`src/rtl/id_ex_pipe_if.sv`:
```
`default_nettype none
// ============================================================================
//  Module   : id_ex_pipe_if
//  Purpose  : ID->EX bundle handshake, flush and status signals.
//  Revision : 1.0  initial release
// ============================================================================
interface id_ex_pipe_if #(
    parameter int XLEN  = 32,
    parameter int RD_W  = 5,
    parameter int CNT_W = 16
);
    logic             in_valid_i;
    logic             in_ready_o;
    logic [XLEN-1:0]  inst_i;
    logic [XLEN-1:0]  inst_addr_i;
    logic [XLEN-1:0]  op_num1_i;
    logic [XLEN-1:0]  op_num2_i;
    logic [RD_W-1:0]  rd_addr_i;
    logic             reg_wen_i;
    logic             out_valid_o;
    logic             out_ready_i;
    logic [XLEN-1:0]  inst_o;
    logic [XLEN-1:0]  inst_addr_o;
    logic [XLEN-1:0]  op_num1_o;
    logic [XLEN-1:0]  op_num2_o;
    logic [RD_W-1:0]  rd_addr_o;
    logic             reg_wen_o;
    logic             flush_i;
    logic [1:0]       occ_o;
    logic [CNT_W-1:0] stall_cnt_o;

    // Driven by the ID side / environment.
    modport master (
        output in_valid_i, inst_i, inst_addr_i, op_num1_i, op_num2_i,
               rd_addr_i, reg_wen_i, out_ready_i, flush_i,
        input  in_ready_o, out_valid_o, inst_o, inst_addr_o, op_num1_o,
               op_num2_o, rd_addr_o, reg_wen_o, occ_o, stall_cnt_o
    );

    // Seen by the pipeline register itself.
    modport slave (
        input  in_valid_i, inst_i, inst_addr_i, op_num1_i, op_num2_i,
               rd_addr_i, reg_wen_i, out_ready_i, flush_i,
        output in_ready_o, out_valid_o, inst_o, inst_addr_o, op_num1_o,
               op_num2_o, rd_addr_o, reg_wen_o, occ_o, stall_cnt_o
    );
endinterface
`default_nettype wire

```
`src/rtl/id_ex_pipe.sv`:
```
`default_nettype none
// ============================================================================
//  Module   : id_ex_pipe
//  Purpose  : ID/EX pipeline register with skid entry, flush and stall count.
//  Revision : 1.0  initial release
// ============================================================================
module id_ex_pipe #(
    parameter int              XLEN     = 32,
    parameter int              RD_W     = 5,
    parameter logic [XLEN-1:0] NOP_INST = 32'h00000013,
    parameter int              CNT_W    = 16
) (
    input  wire logic        clk,
    input  wire logic        rst,
    id_ex_pipe_if.slave      bus
);

    typedef struct packed {
        logic [XLEN-1:0] inst;
        logic [XLEN-1:0] inst_addr;
        logic [XLEN-1:0] op_num1;
        logic [XLEN-1:0] op_num2;
        logic [RD_W-1:0] rd_addr;
        logic            reg_wen;
    } bundle_t;

    bundle_t          r_main;
    bundle_t          r_skid;
    logic             r_main_valid;
    logic             r_skid_valid;
    logic [CNT_W-1:0] r_stall_cnt;

    bundle_t          w_in_bundle;
    logic             w_accept;
    logic             w_drain;
    logic             w_stall;

    assign w_in_bundle = '{inst:      bus.inst_i,
                           inst_addr: bus.inst_addr_i,
                           op_num1:   bus.op_num1_i,
                           op_num2:   bus.op_num2_i,
                           rd_addr:   bus.rd_addr_i,
                           reg_wen:   bus.reg_wen_i};

    // Ready comes only from the skid flag so the ID side never sees EX ready combinationally.
    assign w_accept = bus.in_valid_i & ~r_skid_valid;
    assign w_drain  = r_main_valid & bus.out_ready_i;
    assign w_stall  = r_main_valid & ~bus.out_ready_i;

    always_ff @(posedge clk) begin
        if (rst) begin
            r_main_valid <= 1'b0;
            r_skid_valid <= 1'b0;
            r_main       <= '0;
            r_skid       <= '0;
            r_stall_cnt  <= '0;
        end else begin
            if (w_stall && !(&r_stall_cnt)) begin
                r_stall_cnt <= r_stall_cnt + 1'b1;
            end

            if (bus.flush_i) begin
                r_main_valid <= 1'b0;
                r_skid_valid <= 1'b0;
            end else if (!r_main_valid || w_drain) begin
                // Skid is older than anything arriving now, so it moves up first.
                if (r_skid_valid) begin
                    r_main       <= r_skid;
                    r_main_valid <= 1'b1;
                    r_skid_valid <= 1'b0;
                end else if (w_accept) begin
                    r_main       <= w_in_bundle;
                    r_main_valid <= 1'b1;
                end else begin
                    r_main_valid <= 1'b0;
                end
            end else if (w_accept) begin
                r_skid       <= w_in_bundle;
                r_skid_valid <= 1'b1;
            end
        end
    end

    assign bus.in_ready_o  = ~r_skid_valid;
    assign bus.out_valid_o = r_main_valid;
    assign bus.inst_o      = r_main_valid ? r_main.inst      : NOP_INST;
    assign bus.inst_addr_o = r_main_valid ? r_main.inst_addr : '0;
    assign bus.op_num1_o   = r_main_valid ? r_main.op_num1   : '0;
    assign bus.op_num2_o   = r_main_valid ? r_main.op_num2   : '0;
    assign bus.rd_addr_o   = r_main_valid ? r_main.rd_addr   : '0;
    assign bus.reg_wen_o   = r_main_valid & r_main.reg_wen;
    assign bus.occ_o       = {1'b0, r_main_valid} + {1'b0, r_skid_valid};
    assign bus.stall_cnt_o = r_stall_cnt;

endmodule
`default_nettype wire

```
`src/flat_wrapper.sv`:
```
// flat-port wrapper written by rule: the top's interface ports become plain ports
module id_ex_pipe_flat 
#(
    parameter int              XLEN     = 32,
    parameter int              RD_W     = 5,
    parameter logic [XLEN-1:0] NOP_INST = 32'h00000013,
    parameter int              CNT_W    = 16
)
  (clk, rst, bus_in_valid_i, bus_inst_i, bus_inst_addr_i, bus_op_num1_i, bus_op_num2_i, bus_rd_addr_i, bus_reg_wen_i, bus_out_ready_i, bus_flush_i, bus_in_ready_o, bus_out_valid_o, bus_inst_o, bus_inst_addr_o, bus_op_num1_o, bus_op_num2_o, bus_rd_addr_o, bus_reg_wen_o, bus_occ_o, bus_stall_cnt_o);
  id_ex_pipe_if #(.XLEN(XLEN), .RD_W(RD_W), .CNT_W(CNT_W)) bus_i ();
  input  wire logic clk;
  input  wire logic rst;
  input wire logic [$bits(bus_i.in_valid_i)-1:0] bus_in_valid_i;
  input wire logic [$bits(bus_i.inst_i)-1:0] bus_inst_i;
  input wire logic [$bits(bus_i.inst_addr_i)-1:0] bus_inst_addr_i;
  input wire logic [$bits(bus_i.op_num1_i)-1:0] bus_op_num1_i;
  input wire logic [$bits(bus_i.op_num2_i)-1:0] bus_op_num2_i;
  input wire logic [$bits(bus_i.rd_addr_i)-1:0] bus_rd_addr_i;
  input wire logic [$bits(bus_i.reg_wen_i)-1:0] bus_reg_wen_i;
  input wire logic [$bits(bus_i.out_ready_i)-1:0] bus_out_ready_i;
  input wire logic [$bits(bus_i.flush_i)-1:0] bus_flush_i;
  output wire logic [$bits(bus_i.in_ready_o)-1:0] bus_in_ready_o;
  output wire logic [$bits(bus_i.out_valid_o)-1:0] bus_out_valid_o;
  output wire logic [$bits(bus_i.inst_o)-1:0] bus_inst_o;
  output wire logic [$bits(bus_i.inst_addr_o)-1:0] bus_inst_addr_o;
  output wire logic [$bits(bus_i.op_num1_o)-1:0] bus_op_num1_o;
  output wire logic [$bits(bus_i.op_num2_o)-1:0] bus_op_num2_o;
  output wire logic [$bits(bus_i.rd_addr_o)-1:0] bus_rd_addr_o;
  output wire logic [$bits(bus_i.reg_wen_o)-1:0] bus_reg_wen_o;
  output wire logic [$bits(bus_i.occ_o)-1:0] bus_occ_o;
  output wire logic [$bits(bus_i.stall_cnt_o)-1:0] bus_stall_cnt_o;
  assign bus_i.in_valid_i = bus_in_valid_i;
  assign bus_i.inst_i = bus_inst_i;
  assign bus_i.inst_addr_i = bus_inst_addr_i;
  assign bus_i.op_num1_i = bus_op_num1_i;
  assign bus_i.op_num2_i = bus_op_num2_i;
  assign bus_i.rd_addr_i = bus_rd_addr_i;
  assign bus_i.reg_wen_i = bus_reg_wen_i;
  assign bus_i.out_ready_i = bus_out_ready_i;
  assign bus_i.flush_i = bus_flush_i;
  assign bus_in_ready_o = bus_i.in_ready_o;
  assign bus_out_valid_o = bus_i.out_valid_o;
  assign bus_inst_o = bus_i.inst_o;
  assign bus_inst_addr_o = bus_i.inst_addr_o;
  assign bus_op_num1_o = bus_i.op_num1_o;
  assign bus_op_num2_o = bus_i.op_num2_o;
  assign bus_rd_addr_o = bus_i.rd_addr_o;
  assign bus_reg_wen_o = bus_i.reg_wen_o;
  assign bus_occ_o = bus_i.occ_o;
  assign bus_stall_cnt_o = bus_i.stall_cnt_o;
  id_ex_pipe #(.XLEN(XLEN), .RD_W(RD_W), .NOP_INST(NOP_INST), .CNT_W(CNT_W)) u_core (.clk(clk), .rst(rst), .bus(bus_i));
endmodule
```
`config.mk`:
```
export PLATFORM = sky130hd
export DESIGN_NAME = id_ex_pipe_flat
export DESIGN_NICKNAME = d
export VERILOG_FILES = /design/src/rtl/id_ex_pipe_if.sv /design/src/rtl/id_ex_pipe.sv /design/src/flat_wrapper.sv
export SDC_FILE = /design/constraint.sdc
export NUM_CORES = 1
export LEC_CHECK = 0
export ABC_AREA = 1
export CORE_MARGIN = 5
export CORE_UTILIZATION = 40
export DETAILED_ROUTE_END_ITERATION = 10
export GPL_TIMING_DRIVEN = 0
export PLACE_DENSITY = 0.75
export SYNTH_ARGS = -nofsm -noshare
export SYNTH_HDL_FRONTEND = slang
export SYNTH_SLANG_ARGS = --single-unit
```
`constraint.sdc`:
```
create_clock -name clk -period 2.3 [get_ports clk]
set_input_delay 0.345 -clock clk [delete_from_list [all_inputs] [get_ports clk]]
set_output_delay 0.345 -clock clk [all_outputs]
set_load 0.02 [all_outputs]
```
# Word level (Yosys, flattened, before mapping)

Cells that the tools add are included.

Output and inout port bits: 154
Bits of input ports: 139
Logic and storage cells: 44
Flip-flop bits (word level): 286

$add $sub $neg: 2
Bitwise operators: 8
Multiplexer cells: 9
Reduce and logical (&&, ||, !) cells: 10

Operators with widths:

| cell                                                             | number |
|---|---|
| 134-bit 2-to-1 mux                                               | 2 |
| 32-bit 2-to-1 mux                                                | 4 |
| 16-bit by 1-bit adder with 16-bit output (second input constant) | 1 |
| 16-bit AND reduction                                             | 1 |
| 3-bit AND reduction                                              | 2 |
| 5-bit 2-to-1 mux                                                 | 1 |
| 1-bit AND                                                        | 4 |
| 1-bit NOT                                                        | 4 |
| 3-bit OR reduction                                               | 1 |
| 1-bit by 1-bit adder with 2-bit output                           | 1 |
| 1-bit zero test                                                  | 2 |
| 1-bit 2-to-1 mux                                                 | 2 |
| 2-bit nonzero test                                               | 1 |
| 2-bit OR reduction                                               | 1 |
| 1-bit logical AND                                                | 1 |
| 1-bit logical OR                                                 | 1 |

# Logic depth before layout (Yosys ltp)

Depth in word-level cells: 4
Gate-level depth with buffers: 9
Mapped depth without buffers: 9

# Least setup slack after synthesis

No wires, ideal clock.

Path type: register to output
From: register u_core.r_main_valid, in the netlist u_core.bus.out_valid_o
To: output port bus_inst_addr_o[0]
Required time: 1.955 ns
Cell stages (with the launch flop): 6
Arrival: 1.412 ns
Buffers on the path: 3
Slack: 0.543 ns
Cell sequence: dfxtp_1 buf_4 clkbuf_1 buf_1 nand2_1 inv_1

Word-level cells in the longest chain between the ends: 1

RTL lines:

| element                | RTL line           | RTL |
|---|---|---|
| start, declared        | id_ex_pipe.sv:29   | `logic r_main_valid;` |
| start signal, assigned | id_ex_pipe.sv:52   | `r_main_valid <= 1'b0;` |
| start signal, assigned | id_ex_pipe.sv:63   | `r_main_valid <= 1'b0;` |
| start signal, assigned | id_ex_pipe.sv:69   | `r_main_valid <= 1'b1;` |
| 32-bit 2-to-1 mux      | id_ex_pipe.sv:87   | `assign bus.inst_addr_o = r_main_valid ? r_main.inst_addr : '0;` |
| end, declared          | flat_wrapper.sv:25 | `output wire logic [$bits(bus_i.inst_addr_o)-1:0] bus_inst_addr_o;` |

Every way passes these cells.

# Final worst setup path

From: register u_core.r_skid_valid
To: output port bus_in_ready_o

Word-level cells in the longest chain between the ends: 1

RTL lines:

| element                | RTL line           | RTL |
|---|---|---|
| start, declared        | id_ex_pipe.sv:30   | `logic r_skid_valid;` |
| start signal, assigned | id_ex_pipe.sv:53   | `r_skid_valid <= 1'b0;` |
| start signal, assigned | id_ex_pipe.sv:64   | `r_skid_valid <= 1'b0;` |
| start signal, assigned | id_ex_pipe.sv:70   | `r_skid_valid <= 1'b0;` |
| 1-bit NOT              | id_ex_pipe.sv:84   | `assign bus.in_ready_o = ~r_skid_valid;` |
| end, declared          | flat_wrapper.sv:22 | `output wire logic [$bits(bus_i.in_ready_o)-1:0] bus_in_ready_o;` |

Every way passes these cells.

==> qor.txt <==
status = finished clean
Pwr Total = 11800 µW
fin area = 17600 µm²
Synth-to-Final Area Change = 34.3%
Avg Synthesized Cell Area = 6.40 µm²
sequential fraction of the synthesis area = 43.7%
vias per cell = 4.92
pwr/cell area = 669 nW/µm²
dominant cells by area after synthesis = dfxtp_1 44%, nand2_1 20%, nor2_1 8.9%
drt first pass iters = 6
syn_nets = 2188
peak supply drop = 0.394 mV
HPWL Detailed = 31400 µm
Sink Count = 286
die width = 191 µm
Iter 0 DRT Violations = 913
Die H = 191 µm
Top FF cell, synth = dfxtp_1
Tmin final = 2.21 ns
dominant cell type by area after synthesis = dfxtp_1
Switching Power = 2870 µW
cells on worst reg2reg path = 9
Worst Tran Pin Value = 0.949 ns
Synthesis Warnings = 0
Power Internal = 8900 µW
Synth Instances = 2047
hold-fix buffers at CTS = 0
setup bufs post-CTS = 0
most frequent cell after synthesis = nand2_1
Clock Tree Root = clkbuf_16
ys async rst share = 0%
GPL Wtd Cong = 0.885
Post-synth top cells = 707 x nand2_1, 312 x nor2_1, 286 x dfxtp_1
via count = 14000
Total Routing Usage GR = 22.5%
Reg2Reg Setup Slack = 0.33 ns
Yosys cell types = 21
fmax = 0.452 GHz
Clk pin slew, worst setup/hold paths = 0.06 ns
top cell type's share of synthesized area = 43.7%
EDFF count, synth = 0
Post-Route WL = 43000 µm
placed standard-cell area = 16600 µm²
critical path type = register to output port
worst rel slew slack = 36.8%
total negative slack = 0 ns
initial antenna violation count = 4
largest net degree at the start of global routing = 14
Top Metal Used = met5
met2 wire length = 19600 µm
Std-Cell Rows = 66
Skew-Pair Late Insertion Delay = 0.52 ns
nature of the critical path endpoint = output port
number of fill cells in the layout = 3185
Met1 Routed Length = 18400 µm
Final Hold Fails = 0
Worst Path Arrival = 1.87 ns
unrepaired setup endpoints after global routing = no
WP data required = 1.96 ns
setup violators final = 0
min-delay worst type = primary input to register
n_diodes = 0
Remaining DRCs = 0
Flop pwr share = 44.0%
Sw Share = 24.4%
Crit. Startpoint = u_core.r_skid_valid
PortBufs = 291
first-pass GRT wire length = 67200 µm
DR WL met3 = 3830 µm
Layout Nets = 2515
clock power share = 46.6%
layout cell share with drive strength beyond 1 = 7.92%
post-synthesis cell area = 13100 µm²
Slew Viols, Final = 0
CORE AREA = 32500 µm²
max-cap viol count = 0
Comb power frac = 9.4%
WL per Instance = 15.1 µm
Max FO, Critical Path = 10
Initial Util = 40.4%
Final Cycle Share = 96.1%
critical path startpoint category = register
IO Count = 293
maximum clock path buffer count = 3
end of the critical path = bus_in_ready_o
Die Area = 36500 µm²
R2R Path Start = u_core.bus.out_valid_o
RR Endpoint = u_core.r_skid[11]
Static Leak = 0.00837 µW
vias in the first global route = 13100
H-tree lvl count = 2
hold slack = 0.384 ns
CTS Buf Count = 34
grt ovf = 0
post-synthesis register bit count = 286
Setup Skew = 0.0205 ns
CTS tree = done
post-route ant nets = 0
## flip-flops by register name, indices dropped and copies added, names as in the netlist
signal / count
u_core.bus.stall_cnt_o: 16
u_core.r_skid_valid: 1
u_core.r_main: 134
u_core.bus.out_valid_o: 1
u_core.r_skid: 134
## metrics by stage
stage	std cells	utilization (%)	setup WS, ns
2_1_floorplan	2047	-	0.543
3_3_place_gp	2780	51.1	-0.674
3_5_place_dp	2780	51.1	-0.639
4_1_cts	2842	54.5	0.00194
5_1_grt	2842	54.2	0.00980
6_report	2842	54.2	0.0899
## worst min-delay path by stage
stage,startpoint,endpoint,slack (ns),cells past startpoint
global route,rst,u_core.r_main[126],0.42,3
detailed placement,u_core.r_main[102],u_core.r_main[102],0.45,2
global placement,u_core.r_main[106],u_core.r_main[106],0.44,2
floorplan,u_core.r_main[102],u_core.r_main[102],0.43,2
finish,rst,u_core.r_main[125],0.38,3
CTS,rst,u_core.r_main[131],0.36,3
## logic make-up after synthesis
kind of cell | Yosys count | synth area share, %
DFF | 286 | 43.7
adders and majority gates | 2 | 0.191
buffers and inverters | 297 | 9.67
and+or+nand+nor | 1176 | 35.5
AOI/OAI and AO/OA | 286 | 10.9
## routing by layer
| metal | global-route usage [%] | up-vias |
|---|---|---|
| met5 | 0 | - |
| met4 | 6.30 | 8 |
| met3 | 5.44 | 76 |
| met2 | 37.4 | 509 |
| met1 | 29.4 | 6385 |
| li1 | - | 7015 |
## timing repair
item | in CTS | in global routing
resized for setup | 226 | 45
pin swaps | 0 | 0
hold endpoints to repair | 0 | 0
setup endpoints to repair | 135 | 45
## final cells by class
type / count / area, µm² / share of cell area (%)
Buffer: 149 / 788 / 4.48
Tap cell: 442 / 553 / 3.14
Clock buffer: 47 / 970 / 5.51
Sequential cell: 286 / 5730 / 32.5
Timing Repair Buffer: 291 / 2710 / 15.4
Inverter: 148 / 558 / 3.17
Multi-Input combinational cell: 1464 / 6110 / 34.7
Clock inverter: 15 / 183 / 1.04
## power groups by stage
| stage | sequential [µW] | combinational, µW | clock [µW] |
|---|---|---|---|
| final | 5180 | 1110 | 5490 |
| after global routing | 5200 | 1220 | 5790 |
| after CTS | 5180 | 1100 | 5580 |
| after detailed placement | 5290 | 1100 | 0 |
| after global placement | 5280 | 1090 | 0 |
| after floorplan | 5270 | 585 | 0 |
## worst max-delay path, stage by stage (launching register included)
cell           delay [ns]
dfxtp_1              0.33
buf_4                0.20
inv_4                0.20
buf_2                0.27
dlygate4sd2_1        0.36
## cells in the final DEF (no fill, tap or decap)
cell | Yosys | layout
nand2_1 | 707 | 707
nor2_1 | 312 | 312
dfxtp_1 | 286 | 285
clkdlybuf4s50_1 | 0 | 156
a21oi_1 | 149 | 149
nand3_1 | 148 | 148
inv_1 | 144 | 144
o21ai_0 | 137 | 137
dlygate4sd2_1 | 0 | 76
clkbuf_1 | 70 | 65
buf_2 | 56 | 57
clkbuf_16 | 0 | 34
clkbuf_2 | 0 | 26
clkdlybuf4s15_1 | 0 | 19
clkdlybuf4s15_2 | 0 | 15
buf_4 | 8 | 9
buf_6 | 7 | 9
clkbuf_8 | 0 | 8
clkbuf_4 | 0 | 6
buf_1 | 8 | 5
clkinv_2 | 0 | 4
clkinvlp_4 | 0 | 4
nor3_1 | 3 | 3
bufinv_16 | 0 | 3
buf_8 | 0 | 2
inv_2 | 3 | 2
nor2_4 | 2 | 2
ha_1 | 2 | 2
inv_6 | 0 | 2
nand4_1 | 1 | 1
inv_4 | 0 | 1
nand2_4 | 1 | 1
nand4_4 | 1 | 1
clkinv_1 | 1 | 1
nand4_2 | 1 | 1
clkinv_8 | 0 | 1
clkinv_4 | 0 | 1
dfxtp_2 | 0 | 1
(Power assumes the default switching activity.)
